<file path="src/rtl/sp_ram_be_pipe.sv">
// Single-port synchronous RAM with byte-lane writes, selectable read-during-write
// behaviour, optional output register, read-valid strobe and post-reset clear sequencer.
module sp_ram_be_pipe #(
    parameter int unsigned DEPTH        = 16,
    parameter int unsigned WIDTH        = 32,
    parameter int unsigned RD_MODE      = 0,
    parameter int unsigned OUT_REG      = 0,
    parameter int unsigned CLEAR_ON_RST = 1,
    localparam int unsigned AW          = $clog2(DEPTH),
    localparam int unsigned NB          = WIDTH / 8
) (
    input  logic             clk,
    input  logic             rst,
    input  logic             en,
    input  logic             w_en,
    input  logic [NB-1:0]    be,
    input  logic [AW-1:0]    addr,
    input  logic [WIDTH-1:0] data_in,
    output logic [WIDTH-1:0] data_out,
    output logic             rd_valid,
    output logic             busy
);

    typedef enum logic {
        S_CLEAR,
        S_IDLE
    } state_e;

    localparam state_e        RST_STATE = (CLEAR_ON_RST != 0) ? S_CLEAR : S_IDLE;
    localparam logic [AW:0]   DEPTH_W   = (AW + 1)'(DEPTH);
    localparam logic [AW-1:0] LAST_IDX  = AW'(DEPTH - 1);

    state_e        state_q, state_d;
    logic [AW-1:0] clr_cnt_q, clr_cnt_d;

    logic [WIDTH-1:0] mem_q [DEPTH];

    logic             in_range;
    logic             rd_req;
    logic             wr_req;
    logic [WIDTH-1:0] old_word;
    logic [WIDTH-1:0] merged_word;

    logic [WIDTH-1:0] s1_data_q, s1_data_d;
    logic             s1_vld_q, s1_vld_d;

    // ------------------------------------------------------------------
    // Clear sequencer
    // ------------------------------------------------------------------
    always_ff @(posedge clk or posedge rst) begin
        if (rst) begin
            state_q   <= RST_STATE;
            clr_cnt_q <= '0;
        end else begin
            state_q   <= state_d;
            clr_cnt_q <= clr_cnt_d;
        end
    end

    always_comb begin
        state_d   = state_q;
        clr_cnt_d = clr_cnt_q;
        case (state_q)
            S_CLEAR: begin
                clr_cnt_d = clr_cnt_q + 1'b1;
                if (clr_cnt_q == LAST_IDX) begin
                    state_d   = S_IDLE;
                    clr_cnt_d = '0;
                end
            end
            S_IDLE: begin
                state_d = S_IDLE;
            end
            default: begin
                state_d   = S_IDLE;
                clr_cnt_d = '0;
            end
        endcase
    end

    assign busy = (state_q == S_CLEAR);

    // ------------------------------------------------------------------
    // Request decode and byte-lane merge
    // ------------------------------------------------------------------
    assign in_range = ({1'b0, addr} < DEPTH_W);
    assign rd_req   = en && !busy && !w_en;
    assign wr_req   = en && !busy && w_en;
    assign old_word = in_range ? mem_q[addr] : '0;

    always_comb begin
        merged_word = old_word;
        for (int unsigned i = 0; i < NB; i++) begin
            if (be[i]) begin
                merged_word[8*i +: 8] = data_in[8*i +: 8];
            end
        end
    end

    // Storage has no reset; the sequencer owns the write port while clearing.
    always_ff @(posedge clk) begin
        if (state_q == S_CLEAR) begin
            mem_q[clr_cnt_q] <= '0;
        end else if (wr_req && in_range) begin
            for (int unsigned i = 0; i < NB; i++) begin
                if (be[i]) begin
                    mem_q[addr][8*i +: 8] <= data_in[8*i +: 8];
                end
            end
        end
    end

    // ------------------------------------------------------------------
    // Stage 1: read data capture with read-during-write policy
    // ------------------------------------------------------------------
    always_comb begin
        s1_data_d = s1_data_q;
        s1_vld_d  = 1'b0;
        if (rd_req) begin
            s1_data_d = old_word;
            s1_vld_d  = 1'b1;
        end else if (wr_req) begin
            case (RD_MODE)
                0: begin
                    s1_data_d = old_word;
                    s1_vld_d  = 1'b1;
                end
                1: begin
                    // A dropped out-of-range write reports zero, like a read would.
                    s1_data_d = in_range ? merged_word : '0;
                    s1_vld_d  = 1'b1;
                end
                default: begin
                    s1_data_d = s1_data_q;
                    s1_vld_d  = 1'b0;
                end
            endcase
        end
    end

    always_ff @(posedge clk or posedge rst) begin
        if (rst) begin
            s1_data_q <= '0;
            s1_vld_q  <= 1'b0;
        end else begin
            s1_data_q <= s1_data_d;
            s1_vld_q  <= s1_vld_d;
        end
    end

    // ------------------------------------------------------------------
    // Optional stage 2
    // ------------------------------------------------------------------
    if (OUT_REG != 0) begin : g_out_reg
        logic [WIDTH-1:0] s2_data_q, s2_data_d;
        logic             s2_vld_q;

        always_comb begin
            s2_data_d = s2_data_q;
            if (s1_vld_q) begin
                s2_data_d = s1_data_q;
            end
        end

        always_ff @(posedge clk or posedge rst) begin
            if (rst) begin
                s2_data_q <= '0;
                s2_vld_q  <= 1'b0;
            end else begin
                s2_data_q <= s2_data_d;
                s2_vld_q  <= s1_vld_q;
            end
        end

        assign data_out = s2_data_q;
        assign rd_valid = s2_vld_q;
    end else begin : g_no_out_reg
        assign data_out = s1_data_q;
        assign rd_valid = s1_vld_q;
    end

endmodule

</file>
<file path="config.mk">
export PLATFORM = sky130hd
export DESIGN_NAME = sp_ram_be_pipe
export DESIGN_NICKNAME = d
export VERILOG_FILES = /design/src/rtl/sp_ram_be_pipe.sv
export SDC_FILE = /design/constraint.sdc
export NUM_CORES = 1
export LEC_CHECK = 0
export CAP_MARGIN = 20
export CELL_PAD_IN_SITES_DETAIL_PLACEMENT = 0
export CELL_PAD_IN_SITES_GLOBAL_PLACEMENT = 1
export CORE_AREA = 2 2 220 200
export CTS_BUF_LIST = sky130_fd_sc_hd__clkbuf_16
export CTS_CLUSTER_SIZE = 28
export DETAILED_ROUTE_END_ITERATION = 6
export DIE_AREA = 0 0 222 202
export PLACE_DENSITY = 0.89
export SLEW_MARGIN = 15
export SYNTH_ARGS = -nofsm -noshare
export SYNTH_HDL_FRONTEND = slang
export SYNTH_SLANG_ARGS = --single-unit
</file>
<file path="constraint.sdc">
create_clock -name clk -period 3 [get_ports clk]
set_input_delay 0.3 -clock clk [delete_from_list [all_inputs] [get_ports clk]]
set_output_delay 0.3 -clock clk [all_outputs]
set_load 0.1 [all_outputs]
</file>
# After elaboration in Yosys (flattened, before gate mapping)
# Memory sizes are Yosys's and may differ from the RTL's.
# Cells that the tools add are included.
[op_classes]
addsub = 1
n_eq_ne = 1
n_mux = 27
n_bitwise = 1
reduce_logical = 6
[ops]
columns = ["operator", "count"]
rows = [
  ["$mux W32", 3],
  ["$reduce_or A32 Y1", 1],
  ["$mux W1", 20],
  ["$mux W4", 3],
  ["$add A4 B1 Y4 const B", 1],
  ["$eq A4 B4 Y1 const B", 1],
  ["$logic_and A1 B1 Y1", 3],
  ["$pmux W1 S2", 1],
  ["$reduce_bool A2 Y1", 1],
  ["$logic_not A1 Y1", 1],
  ["$not A1 Y1", 1],
]
[word_totals]
regBits = 38
ramBits = 512
elab_cells = 41
mem_count = 1
[memory_table]
columns = ["memory", "depth", "width", "read_ports", "rd_ports_with_merged_regs", "write_ports", "line", "text"]
rows = [
  ["mem_q", 16, 32, 1, 0, 1, "36", "logic [WIDTH-1:0] mem_q [DEPTH];"],
]

# Logic depth before layout (Yosys ltp)
# Gate-level depths: netlist of run 1.
[depth]
word_depth = 7
ltp_mapped = 7
mapped_depth_nobuf = 4

# Worst setup path after synthesis of run 1
# OpenSTA, ideal clock, no wires.
[synth_timing]
path_kind = "input-to-reg"
startpoint = "input port be[3]"
endpoint = "memory mem_q[10][24], enable pin"
setup_ns = 0.383
arrival_time_ns = 2.274
required_time_ns = 2.617
setup_slack_ns = 0.342
cell_stages = 7
n_path_buf = 3
path_cell_list = "or4_1 -> and3_1 -> buf_6 -> buf_6 -> mux2i_4 -> buf_6 -> nor3_1"
[synth_via]
elab_chain_cells = 6
word_cells_on_any_way = 7
classes_between = "6 x mux; 1 x reduce/logical"
[synth_rtl]
columns = ["item", "line", "text"]
rows = [
  ["start, declared", "16", "input logic [NB-1:0] be,"],
  ["$mux W1 *", "106", "if (be[i]) begin"],
  ["$mux W1 *", "104", "end else if (wr_req && in_range) begin"],
  ["$mux W1 *", "102", "if (state_q == S_CLEAR) begin"],
  ["$mux W1 (not written as such) *", "107", "mem_q[addr][8*i +: 8] <= data_in[8*i +: 8];"],
  ["$reduce_or A32 Y1 (no line)", "--", ""],
  ["$mux W4 (no line)", "--", ""],
  ["end, declared", "36", ""],
]
# Mark *: on every way between the ends. The rest lies on a longest branch, timed or not.

# Worst setup path after layout of run 1
[layout_timing]
startpoint = "input port be[3]"
endpoint = "memory mem_q[9][12], enable pin"
[layout_via]
elab_chain_cells = 6
word_cells_on_any_way = 7
classes_between = "6 x mux; 1 x reduce/logical"
[layout_rtl]
columns = ["item", "line"]
rows = [
  ["$mux W1 *", "106"],
  ["$mux W1 *", "104"],
  ["$mux W1 *", "102"],
  ["$mux W1 (not written as such) *", "107"],
  ["$reduce_or A32 Y1 (no line) *", "--"],
  ["$mux W4 (no line)", "--"],
]
# Marks and branches as above.

==> results of run 1 <==
[logic make-up (layout without fill, tap and decap cells)]
group	after synthesis	in the layout	synth area share, %
compound gates	113	113	3.430
xor+xnor	1	1	0.04002
fa+ha+maj	1	1	0.05716
buf+inv	85	304	1.909
flops	550	550	74.59
mux	265	265	12.51
simple gates	333	333	7.460
[per-layer routing]
| metal | up-vias | routed length (microns) |
|---|---|---|
| met5 | - | 0 |
| met4 | 0 | 1492 |
| met3 | 100 | 4387 |
| met2 | 639 | 23070 |
| met1 | 6136 | 20130 |
| li1 | 5564 | - |
[layout by cell type (no fill, tap or decap), types with 2 or more instances in the layout]
| cell type | n |
|---|---|
| nor3_1 | 57 |
| nor2_1 | 4 |
| inv_1 | 13 |
| o21ai_0 | 2 |
| nor2b_4 | 2 |
| clkbuf_16 | 53 |
| and2_1 | 33 |
| nor3_2 | 7 |
| clkinv_1 | 17 |
| dfrtp_1 | 38 |
| clkdlybuf4s50_1 | 43 |
| edfxtp_1 | 512 |
| mux2i_4 | 6 |
| clkinv_2 | 8 |
| buf_4 | 140 |
| a22oi_1 | 73 |
| mux2i_1 | 256 |
| buf_12 | 21 |
| nand2_1 | 118 |
| nand3_1 | 75 |
| bufinv_16 | 6 |
| nand4_1 | 23 |
| a21oi_1 | 37 |
| nor2b_1 | 8 |
| mux2_4 | 2 |
[area by class of cell]
cell class | instances | area [sq um] | area share (%)
repair buffers | 205 | 1917 | 7.435
clock inverters | 43 | 332.8 | 1.291
flip-flops and latches | 550 | 16330 | 63.32
clock buffers | 53 | 1326 | 5.144
inverters | 3 | 11.26 | 0.04368
multi-input cells | 713 | 5174 | 20.07
well taps | 555 | 694.4 | 2.694
[registers in the layout (all words and copies together) (netlist names)]
| register | count |
|---|---|
| data_out | 32 |
| state_q | 1 |
| mem_q | 512 |
| rd_valid | 1 |
| clr_cnt_q | 4 |
[report_power, final]
| part | internal [W] | total [W] | switching (W) |
|---|---|---|---|
| logic | 0.000390 | 0.00138 | 0.000987 |
| clock network | 0.00369 | 0.00634 | 0.00265 |
| registers | 0.00842 | 0.00846 | 0.0000401 |
[per-stage QoR]
step / power [W] / hold WS, ps / setup WS [ps]
6_report: 0.01618 / 57.34 / 349.0
5_1_grt: 0.01658 / 94.35 / 263.5
4_1_cts: 0.01624 / 54.78 / 404.4
3_5_place_dp: 0.009992 / 473.2 / -185.5
3_3_place_gp: 0.009979 / 466.7 / -205.1
2_1_floorplan: 0.009518 / 492.4 / 342.3
[final timing paths]
check                      depth (start not counted)           end    startpoint  slack (ps)
max                                                6  mem_q[9][12]         be[3]         350
max reg2reg                                        4  mem_q[9][12]       state_q         460
min reg2reg                                        2  data_out[28]  data_out[28]         480
min                                                2  data_out[28]           rst          60
min in group clk                                   5  data_out[23]       addr[0]         420
max in group asynchronous                          3  data_out[10]           rst        2290
==> flow_summary.toml, run 1 <==
[outcome]
status = "complete, no violations"

[critical_path]
end_kind = "flip-flop"
cp.arrival_ps = 2980
slowest_stage = "mux2i_4"
cp_top_family = "simple AND/OR/NAND/NOR gates"
cp_cell_sequence = "clkdlybuf4s50_1 -> or4_1 -> and3_2 -> mux2i_4 -> nor3_1 -> buf_4"
cp_num_buf_inv = 2
start_kind = "input port"
crit_type = "input port to flip-flop"
slowest_delay_ps = 850
cp.required_ps = 3330
crit_fanout = 16

[grt]
grt.busiest_layer = "met2"
grt_pass1_wl_microns = 73620
grtUsageTotal_pct = 21.87
grt_use_met1_pct = 31.34
grt_pass1_vias = 12190
antenna_found_initial = 0
grtUsageMet3_pct = 3.184
met2_usage_pct = 34.68
grt_overflow = 0
grt_max_degree = 68

[sta]
final-hold-violation-count = 0
slew_headroom_pct = 28.76
finalMaxSlewViolations = 0
fmax_mhz = 377.2
setup_violations = 0
finalCritPeriodShare_pct = 88.37
period_minus_slack_ps = 2651
tns_ps = 0
tightestPinTransition_ps = 1046
rsz0062_at_grt = "no"
finClkSkew_ps = 8.460

[cts]
cts_tree = "yes"
clock-sinks = 550
post-cts-setup-buffers = 0
h-tree-depth = 2
ctsResizeCount = 0
cts_buffers = 52
hold_buffers = 0
cts-root-buf = "clkbuf_16"
clockBufferDepth = 3
worstSkewPairLatency_ps = 560
clk_pin_slew_ps = 60

[detailed_routing]
wl_per_cell_microns = 23.13
vias_per_cell = 5.862
vias = 12440
drt_pass1_iterations = 5
drc = 0
drtAntennaViolNets = 0
finalWirelength_microns = 49080
dr.first_iter.drc_count = 1270

[run]
cap_violations = 0

[floorplanning]
die_area_sq_um = 44840
start_util_pct = 51.37
rows = 72
die_h_microns = 202
die_w_microns = 222
ios = 78
coreArea_sq_um = 42610

[yosys]
synthTopCellsByArea = "edfxtp_1, mux2i_1, dfrtp_1"
synth.distinct_cells = 28
synth_edf_count = 512
synth_area_per_cell_sq_um = 16.24
synth_area_sq_um = 21890
yosysWarnings = 0
synth_most_common_cell = "edfxtp_1"
async_reset_ff_share_pct = 6.909
synth_nets = 1393
ys_seq_area_share_pct = 74.59
synth_area_leader_cell = "edfxtp_1"
ys_top_cells_by_count = "edfxtp_1, mux2i_1, nand2_1"
ys_seq_elements = 550
yosys_most_used_dff = "edfxtp_1"
synth_top_area_share_pct = 70.25
synth_cells = 1348

[placement]
dp_hpwl_microns = 30340
place_area_sq_um = 24120
port_buffers = 77
place_congestion = 0.8046
numPlacedInstances = 2026

[final_layout]
design_area_sq_um = 25780
fin_nets = 1570
insertedDiodeCount = 0
area_growth_pct = 17.79
fin_util_pct = 60.50
nFillCells = 3027
drive_above_1_share_pct = 16.21
final_cells = 2122

[power_and_ir_drop]
ir_worst_vdd_v = 0.0004899
p_leak_nw = 10.26
powerDensity_nw_per_um2 = 627.4

[hold_path]
hp-class = "input port to async pin"
Power figures use the tool's default switching activity.
==> inputs of run 2 (changes only) <==
ABC_CLOCK_PERIOD_IN_PS = 3000   (was unset)
RECOVER_POWER = 25   (was unset)
==> flow_summary.toml, run 2 (synthesis results as in run 1) <==
[floorplanning]
ios = 78
start_util_pct = 51.37
rows = 72
die_area_sq_um = 44840
die_w_microns = 222
die_h_microns = 202
coreArea_sq_um = 42610

[final_layout]
fin_nets = 1570
fin_util_pct = 59.68
insertedDiodeCount = 0
final_common_cell = "edfxtp_1"
nFillCells = 3095
area_growth_pct = 16.19
final_cell_mix = "edfxtp_1, mux2i_1, nand2_1"
largest_reg_flops = 512
drive_above_1_share_pct = 12.76
regMostFlops = "mem_q"

[cts]
hold_buffers = 0
worstSkewPairLatency_ps = 560
clk_pin_slew_ps = 60
post-cts-setup-buffers = 0
clock-sinks = 550
h-tree-depth = 2
clockBufferDepth = 3
cts-root-buf = "clkbuf_16"
cts_buffers = 52
ctsResizeCount = 0
cts_tree = "yes"

[sta]
setup_violations = 0
finClkSkew_ps = 8.683
final-hold-violation-count = 0
period_minus_slack_ps = 2755
rsz0062_at_grt = "no"
finalCritPeriodShare_pct = 91.85
fmax_mhz = 362.9
tightestPinTransition_ps = 1329
finalMaxSlewViolations = 0
slew_headroom_pct = 11.76
fin_ws_ps = 244.5

[detailed_routing]
drc = 0
drtAntennaViolNets = 0
vias = 12400
finalWirelength_microns = 49120
dr.first_iter.drc_count = 1348
wl_per_cell_microns = 23.15
vias_per_cell = 5.845
drt_pass1_iterations = 6

[grt]
grt_max_degree = 68
antenna_found_initial = 0
grt_pass1_wl_microns = 73620
grt_pass1_vias = 12190
grtUsageTotal_pct = 21.87
grt_overflow = 0

[critical_path]
cp.arrival_ps = 3080
timing.rr.start = "state_q"
end_kind = "flip-flop"
reg2reg_to = "mem_q[2][14]"
start_kind = "input port"
r2r_slack_ps = 290
crit_fanout = 16
cp.required_ps = 3330
crit_type = "input port to flip-flop"
rr_worst_depth = 4

[power_and_ir_drop]
ir_worst_vdd_v = 0.0004844
powerDensity_nw_per_um2 = 632.6
p_leak_nw = 10.01

[run]
cap_violations = 0

[outcome]
status = "complete, no violations"

[placement]
dp_hpwl_microns = 30340
place_congestion = 0.8046
dp_slack_ps = -185.5
port_buffers = 77

[hold_path]
hp-class = "input port to async pin"
==> run 2: cell count changes in the layout (fill, tap and decap cells not counted), moves of 2 or more <==
| cell | delta |
|---|---|
| and2_0 | +14 |
| and2_1 | -13 |
| buf_12 | -12 |
| buf_4 | -41 |
| clkbuf_1 | +51 |
| clkbuf_2 | +2 |
| clkdlybuf4s50_1 | -3 |
| dlygate4sd3_1 | +3 |
==> run 2: final cells by class <==
type / instances / area [sq um] / share of cell area [%]
flip-flops and latches: 550 / 16330 / 64.20
multi-input cells: 713 / 5170 / 20.33
repair buffers: 205 / 1570 / 6.175
clock buffers: 53 / 1326 / 5.215
well taps: 555 / 694.4 / 2.731
clock inverters: 43 / 332.8 / 1.309
inverters: 3 / 11.26 / 0.04428
==> run 2: per-layer routing <==
metal  vias to the layer above  track usage (%)  part of all wire, %
li1                       5563                -                    -
met3                       101            3.184                  8.8
met1                      6117            31.34                   41
met2                       622            34.68                   47
met4                         0            7.601                  3.1
met5                         -                0                    0
==> run 2: where the power goes <==
part           total, W  internal, W  switching [W]  leakage [nW]
clock           0.00634      0.00369        0.00264         0.858
sequential      0.00846      0.00842      0.0000379          6.04
combinational   0.00130     0.000312       0.000983          3.12
total            0.0161       0.0124        0.00366          10.0
==> run 2: worst max-delay path, stage by stage <==
cell	delay, ps
dlygate4sd3_1	640
or4_1	530
and3_2	350
mux2i_4	850
nor3_1	180
buf_4	220
==> run 2: worst max path at each step <==
stage / slack (ps) / from / end / depth (start not counted)
after global placement: -210 / be[3] / mem_q[9][12] / 6
after global routing: 170 / be[3] / mem_q[0][24] / 6
after detailed placement: -190 / be[3] / mem_q[1][15] / 6
after floorplan: 340 / be[3] / mem_q[10][24] / 7
after CTS: 400 / be[3] / mem_q[13][21] / 6
final: 240 / be[3] / mem_q[9][11] / 6
==> run 2: stage by stage <==
stage	std cells	TNS [ps]	instance area [sq um]	hold slack, ps	power [W]
after floorplan	1348	0	21890	492.4	0.009518
after global placement	2026	-44400	24120	466.7	0.009979
after detailed placement	2026	-52790	24120	473.2	0.009992
after CTS	2122	0	25780	54.78	0.01624
after global routing	2122	0	25430	371.1	0.01650
final	2122	0	25430	315.8	0.01609
==> inputs of run 3 (changes only) <==
--- a/config.mk
+++ b/config.mk
@@ -18,3 +18,2 @@
 export RECOVER_POWER = 25
-export SLEW_MARGIN = 15
 export SYNTH_ARGS = -nofsm -noshare
==> constraint.sdc (replaced) <==
create_clock -name clk -period 3 [get_ports clk]
set_input_delay 0.6 -clock clk [delete_from_list [all_inputs] [get_ports clk]]
set_output_delay 0.6 -clock clk [all_outputs]
set_load 0.1 [all_outputs]
==> flow_summary.toml, run 3 (synthesis results as in run 1) <==
[outcome]
status = "complete, no violations"

[critical_path]
cp.required_ps = 3330
timing.rr.start = "state_q"
cp_top_family = "simple AND/OR/NAND/NOR gates"
slowest_delay_ps = 860
crit_fanout = 16
cp.arrival_ps = 3320
slowest_stage = "mux2i_4"
rr_worst_depth = 4
start_kind = "input port"
end_kind = "flip-flop"
crit_type = "input port to flip-flop"
cp_num_buf_inv = 2
reg2reg_to = "mem_q[10][7]"
cp_cell_sequence = "clkdlybuf4s50_1 -> or4_1 -> and3_2 -> mux2i_4 -> nor3_1 -> buf_4"
r2r_slack_ps = 600

[floorplanning]
die_w_microns = 222
ios = 78
die_h_microns = 202
start_util_pct = 51.37
die_area_sq_um = 44840
coreArea_sq_um = 42610
rows = 72

[final_layout]
fin_nets = 1584
final_cell_mix = "edfxtp_1, mux2i_1, nand2_1"
final_common_cell = "edfxtp_1"
area_growth_pct = 17.73
nFillCells = 2985
drive_above_1_share_pct = 14.11
fin_util_pct = 60.47
insertedDiodeCount = 0
largest_reg_flops = 512
regMostFlops = "mem_q"

[power_and_ir_drop]
pwr-share-seq_pct = 52.8
p_clk_share_pct = 38.8
p_total_w = 0.01601
p_sw_w = 0.003710
internal_power_w = 0.01230
share_comb_of_total_power_pct = 8.4
ir_worst_vdd_v = 0.0005228
swShare_pct = 23.17
p_leak_nw = 10.18
powerDensity_nw_per_um2 = 621.3

[sta]
setup_violations = 0
period_minus_slack_ps = 2986
finalCritPeriodShare_pct = 99.54
finClkSkew_ps = 13.92
finalMaxSlewViolations = 0
tns_ps = 0
rsz0062_at_grt = "no"
fmax_mhz = 334.9
slew_headroom_pct = 19.64
final-hold-violation-count = 0
tightestPinTransition_ps = 1211

[detailed_routing]
finalWirelength_microns = 50560
drt_pass1_iterations = 6
drtAntennaViolNets = 0
vias_per_cell = 5.830
dr.first_iter.drc_count = 1420
drc = 0
vias = 12450
wl_per_cell_microns = 23.68

[hold_path]
min_path_cells = 2
hp-class = "flip-flop to flip-flop"
hold_start = "data_out[28]"
hold_path_end = "data_out[28]"

[cts]
clk_pin_slew_ps = 60
ctsResizeCount = 0
worstSkewPairLatency_ps = 570
post-cts-setup-buffers = 0
cts_tree = "yes"
clock-sinks = 550
hold_buffers = 0
h-tree-depth = 2
cts_buffers = 52
cts-root-buf = "clkbuf_16"
clockBufferDepth = 3

[placement]
dp_hpwl_microns = 31050
place_congestion = 0.8147
port_buffers = 77

[grt]
grt_overflow = 0
grt_max_degree = 106
grtUsageTotal_pct = 22.50
grt_pass1_wl_microns = 76080
grt_pass1_vias = 12390
antenna_found_initial = 0

[run]
cap_violations = 0
run 3: cell types whose count changed in the layout (fill, tap and decap cells not counted), moves of 2 or more:
cell       change
inv_1          +2
buf_12        +21
buf_4          -5
bufinv_16      -2
clkbuf_1       -2
clkinv_2       +6
clkinv_1       -8
run 3: layer usage:
layer / global-route usage [%] / routed length (microns) / up-vias
li1: - / - / 5600
met1: 32.49 / 21720 / 6191
met2: 35.55 / 23660 / 566
met3: 3.489 / 3950 / 89
met4: 7.215 / 1231 / 0
met5: 0 / 0 / -
run 3: layout make-up:
type / instances / area [sq um] / share of cell area, %
Clock inverter: 42 / 289.0 / 1.122
Sequential cell: 550 / 16330 / 63.36
Multi-Input combinational cell: 713 / 5174 / 20.08
Clock buffer: 53 / 1326 / 5.147
Tap cell: 555 / 694.4 / 2.695
Timing Repair Buffer: 219 / 1948 / 7.560
Inverter: 3 / 11.26 / 0.04370
run 3: worst max-delay path by stage:
stage           from       endpoint  slack (ps)  cells past startpoint
2_1_floorplan  be[3]  mem_q[10][24]          40                      7
3_3_place_gp   be[3]    mem_q[6][9]        -420                      6
3_5_place_dp   be[3]   mem_q[8][29]        -490                      6
4_1_cts        be[3]    mem_q[0][9]          50                      6
5_1_grt        be[3]    mem_q[2][9]          10                      6
6_report       be[3]   mem_q[10][7]          10                      6
run 3: power groups by stage:
stage	clock network, W	logic [W]	registers [W]
2_1_floorplan	0	0.000488	0.00903
3_3_place_gp	0	0.00140	0.00862
3_5_place_dp	0	0.00142	0.00862
4_1_cts	0.00627	0.00142	0.00846
5_1_grt	0.00658	0.00141	0.00846
6_report	0.00620	0.00135	0.00846
run 3: worst min-delay path: cells and delay by family, from the launching register on:
family / cells / cell delay, ps
flops: 1 / 340
simple gates: 2 / 110
run 3: through the flow:
step | instances | setup slack [ps] | instance area, sq um | hold WS, ps
4_1_cts | 2132 | 48.81 | 26070 | 399.1
3_5_place_dp | 2037 | -489.8 | 24450 | 473.5
6_report | 2135 | 13.93 | 25770 | 481.5
3_3_place_gp | 2037 | -419.9 | 24450 | 466.6
2_1_floorplan | 1348 | 42.26 | 21890 | 521.1
5_1_grt | 2135 | 12.66 | 25770 | 507.2
